### config.mk
export PLATFORM = sky130hd
export DESIGN_NAME = evbox_pulse_drv
export DESIGN_NICKNAME = d
export VERILOG_FILES = /design/src/rtl/evbox_pulse_drv.sv
export SDC_FILE = /design/constraint.sdc
export NUM_CORES = 1
export LEC_CHECK = 0
export ABC_AREA = 1
export CAP_MARGIN = 20
export CORE_MARGIN = 2
export CORE_UTILIZATION = 57
export DETAILED_ROUTE_END_ITERATION = 10
export DONT_BUFFER_PORTS = 1
export HOLD_SLACK_MARGIN = 0.06
export PLACE_DENSITY = 0.8
export SLEW_MARGIN = 20
export SYNTH_ARGS = -nofsm -noshare
export SYNTH_HDL_FRONTEND = slang
export SYNTH_SLANG_ARGS = --single-unit
### constraint.sdc
create_clock -name clk -period 4.7 [get_ports clk]
set_input_delay 0.705 -clock clk [delete_from_list [all_inputs] [get_ports clk]]
set_output_delay 0.705 -clock clk [all_outputs]
set_load 0.05 [all_outputs]
### src/rtl/evbox_pulse_drv.sv
// evbox_pulse_drv: per-channel level/pulse event driver with valid/ready command input
module evbox_pulse_drv #(
  parameter int N = 4,
  parameter int W = 16
) (
  input  logic         clk,
  input  logic         reset_n,
  input  logic         cmd_valid,
  output logic         cmd_ready,
  input  logic [1:0]   cmd_mode,
  input  logic [N-1:0] cmd_mask,
  input  logic [W-1:0] cmd_width,
  output logic [N-1:0] data_out,
  output logic [N-1:0] pulsing,
  output logic [N-1:0] done
);
  typedef enum logic {IDLE, PULSE} state_t;
  state_t st [N];
  state_t st_nx [N];
  logic [W-1:0] cnt [N];
  logic [W-1:0] cnt_nx [N];
  logic [N-1:0] data_nx, done_nx;
  logic acc, is_pulse;
  // pulse commands stall while any targeted channel is still running
  always_comb begin
    for (int i = 0; i < N; i++) pulsing[i] = st[i] == PULSE;
    is_pulse = cmd_mode == 2'b10;
    cmd_ready = !is_pulse || ~|(cmd_mask & pulsing);
    acc = cmd_valid && cmd_ready;
  end
  // per-channel next state; a level command overrides the terminal count
  always_comb begin
    st_nx = st;
    cnt_nx = cnt;
    data_nx = data_out;
    done_nx = '0;
    for (int i = 0; i < N; i++) begin
      if (acc && cmd_mask[i] && !is_pulse) begin
        st_nx[i] = IDLE;
        cnt_nx[i] = '0;
        data_nx[i] = cmd_mode == 2'b00 ? 1'b0 : cmd_mode == 2'b01 ? 1'b1 : ~data_out[i];
      end else if (acc && cmd_mask[i]) begin
        st_nx[i] = PULSE;
        cnt_nx[i] = cmd_width == '0 ? '0 : cmd_width - W'(1);
        data_nx[i] = 1'b1;
      end else if (st[i] == PULSE && cnt[i] == '0) begin
        st_nx[i] = IDLE;
        data_nx[i] = 1'b0;
        done_nx[i] = 1'b1;
      end else if (st[i] == PULSE) begin
        cnt_nx[i] = cnt[i] - W'(1);
      end
    end
  end
  // state register; reset aborts pulses silently and drops any command
  always_ff @(posedge clk) begin
    if (!reset_n) begin
      st <= '{default: IDLE};
      cnt <= '{default: '0};
      data_out <= '0;
      done <= '0;
    end else begin
      st <= st_nx;
      cnt <= cnt_nx;
      data_out <= data_nx;
      done <= done_nx;
    end
  end
endmodule

==> results.cfg <==
[synthesis]
synth_compound_area_frac = 0.0686
synth_simple_gate_area_frac = 0.500
yosysSeqAreaShare = 0.272
synth_top_area_share = 0.272
yosys-top-cells-area = dfxtp_1 (27%), nand2_1 (19%), nand3_1 (12%), nor2_1 (11%), inv_1 (7.3%)
ys_types = 38
synthXorXnorAreaFrac = 0.0297
synth_fa_ha_area_frac = 0.0201
synth_edf_count = 0
syn_area_um2 = 5600
syn_nets = 994
ys_warn_count = 0
synth.largest_area_cell = dfxtp_1
synth_top_family_by_area = simple AND/OR/NAND/NOR gates
syn_inst = 960
avgSynthCellArea_um2 = 5.83
async_flop_share = 0
ys.flop_type = dfxtp_1
ys_ff_latch = 76
yosys-mux-area-fraction = 0

[route]
via_count = 5923
wl_per_cell_um = 14.1
first_pass_iters = 5
ant_nets = 0
drt_iter0_markers = 410
viasPerCell = 5.46
drc = 0
wl_mm = 15.3

[timing]
rsz0062_at_grt = false
final-max-slew-violation-count = 0
fmax_mhz = 369
fin_skew_ns = 0.0166
hold_viol = 0
finalSetupTns_ns = 0
finalCriticalPeriod_ns = 2.71
tightest_slew_ns = 0.801
finalSetupViolCount = 0
relSlewSlack = 0.465
fin_hold_ws_ns = 0.488
period_share = 0.577

[placed_design]
routabilityCongestion = 1.02
hpwl_mm = 11.1
io_buffers = 0

[worst_setup_path]
required_ns = 5.02
criticalPathCategory = register to register
r2r_start = pulsing[3]$_SDFFE_PP0P_
cp-start-kind = register
cp.arrival_ns = 3.03
r2r_cells = 9
cp-end-kind = register
r2r_slack_ns = 1.99
crit_fanout = 33
r2r_end = cnt[30]$_SDFFE_PP0P_

[pwr]
swShare = 0.370
irDropWorstVdd_uv = 148
p_per_area_nw_per_um2 = 341
p_comb_frac = 0.291
clkPwrFrac = 0.323
switchingPower_w = 0.000735
p_leak_nw = 3.07
p_int_w = 0.00125
seq_power_share = 0.386

[floorplanning]
dieArea_um2 = 10600
die_w_um = 103
coreArea_um2 = 9640
start_util = 0.580
die_y_um = 103
row_count = 36
num_io_pins = 38

[global_routing]
grt_overflow = 0
antenna_found_initial = 1
grt_max_degree = 35
grt_pass1_vias = 5307
grt_usage = 0.303
grt_pass1_wl_mm = 25.2

[status]
run_status = finished, final reports clean

[finish]
nets = 979
mostFrequentLayoutCells = nand2_1 (286), nor2_1 (165), nand3_1 (137), inv_1 (109), dfxtp_1 (76)
drive_gt1_frac = 0.0421
fillerInstances = 995
mostFrequentLayoutCell = nand2_1
syn2layout_area_growth_pct = 4.27

[clocking]
cts_hold_buf = 0
clkSinkCount = 76
clock_path_buffers = 2
h-tree-depth = 3
post_cts_buffers = 0
post_cts_resized = 0
cts_tree = built
clk_latency_ns = 0.38
cts_buffers = 9
clockRootBuffer = clkbuf_8
path_clk_slew_ns = 0.09

[hold_path]
holdPathEnd = done[3]$_SDFF_PP0_
min_from = reset_n
hold_depth = 2
holdCritPathClass = primary input to register

[run]
cap_violations = 0
==> worst max-delay path by stage <==
stage | start | endpoint | slack, ns | cells after the start
finish | pulsing[3]$_SDFFE_PP0P_ | cnt[30]$_SDFFE_PP0P_ | 1.99 | 9
global placement | cmd_mask[2] | cnt[45]$_SDFFE_PP0P_ | 2.07 | 9
detailed placement | cmd_mask[3] | cnt[30]$_SDFFE_PP0P_ | 2.00 | 9
global route | pulsing[3]$_SDFFE_PP0P_ | cnt[16]$_SDFFE_PP0P_ | 1.83 | 9
floorplan | cmd_mask[0] | cnt[9]$_SDFFE_PP0P_ | 2.52 | 7
CTS | pulsing[3]$_SDFFE_PP0P_ | cnt[30]$_SDFFE_PP0P_ | 2.04 | 9
==> critical path, stage by stage, from the launching register on <==
cell	delay, ns
dfxtp_1	0.56
nand2_1	0.16
nand2_1	0.13
o21ai_4	0.63
nand3_4	0.49
inv_2	0.35
nand3_1	0.11
nand3_1	0.08
nand2_1	0.05
inv_1	0.06
==> cells in the mapped netlist, types with 2 or more instances <==
cell type  count
nor2_2         3
ha_1           9
nor2_1       165
xor2_1        12
nand3_1      137
inv_1        109
or2_2          2
dfxtp_1       76
nor3_1        20
nand4_1       14
nand3_4        4
nand3b_1      10
a21oi_1       24
buf_2         14
o21ai_0       29
inv_2          2
nand2_1      286
xnor2_1        7
o31ai_1        2
nand2_2        3
buf_4          4
buf_6          5
o21ai_1        6
o21ai_2        2
clkbuf_1       2
==> cell type report <==
cell class,count,area [um2],area share
flip-flops and latches,76,1520,0.261
clock inverters,6,111,0.0191
diodes,1,2.50,0.000429
well taps,133,166,0.0285
inverters,114,434,0.0744
multi-input cells,744,3460,0.593
clock buffers,10,138,0.0236
==> layer usage <==
metal	global-route usage	vias to the layer above	part of all wire
met2	0.480	259	0.44
li1	-	3027	-
met3	0.0725	22	0.11
met4	0.104	0	0.020
met5	0	-	0
met1	0.406	2615	0.44
==> state kept, by name, summed over array words and instances, names as in the netlist <==
name,count
cnt,64
data_out,4
done,4
pulsing,4
==> power by group through the flow <==
stage	clock, W	combinational (W)	sequential, W
floorplan	0	0.000477	0.000764
detailed placement	0	0.000566	0.000780
global route	0.000670	0.000664	0.000775
global placement	0	0.000558	0.000780
CTS	0.000642	0.000571	0.000766
finish	0.000643	0.000578	0.000767
==> kinds of logic after synthesis <==
family                   Yosys count
flip-flops                        76
adder cells (fa/ha/maj)            9
AND/OR/NAND/NOR                  648
buffers and inverters            140
AO/OA/AOI/OAI                     68
XOR/XNOR                          19
==> per-stage QoR <==
stage               cells  area (um2)  total power, W  utilization  setup slack [ns]
finish               1084        5830         0.00199        0.605              1.99
global route         1083        5830         0.00211        0.605              1.83
CTS                  1083        5830         0.00198        0.605              2.04
detailed placement   1067        5580         0.00135        0.579              2.00
global placement     1067        5580         0.00134        0.579              2.07
floorplan             960        5600         0.00124            -              2.52
(Power assumes the default switching activity.)
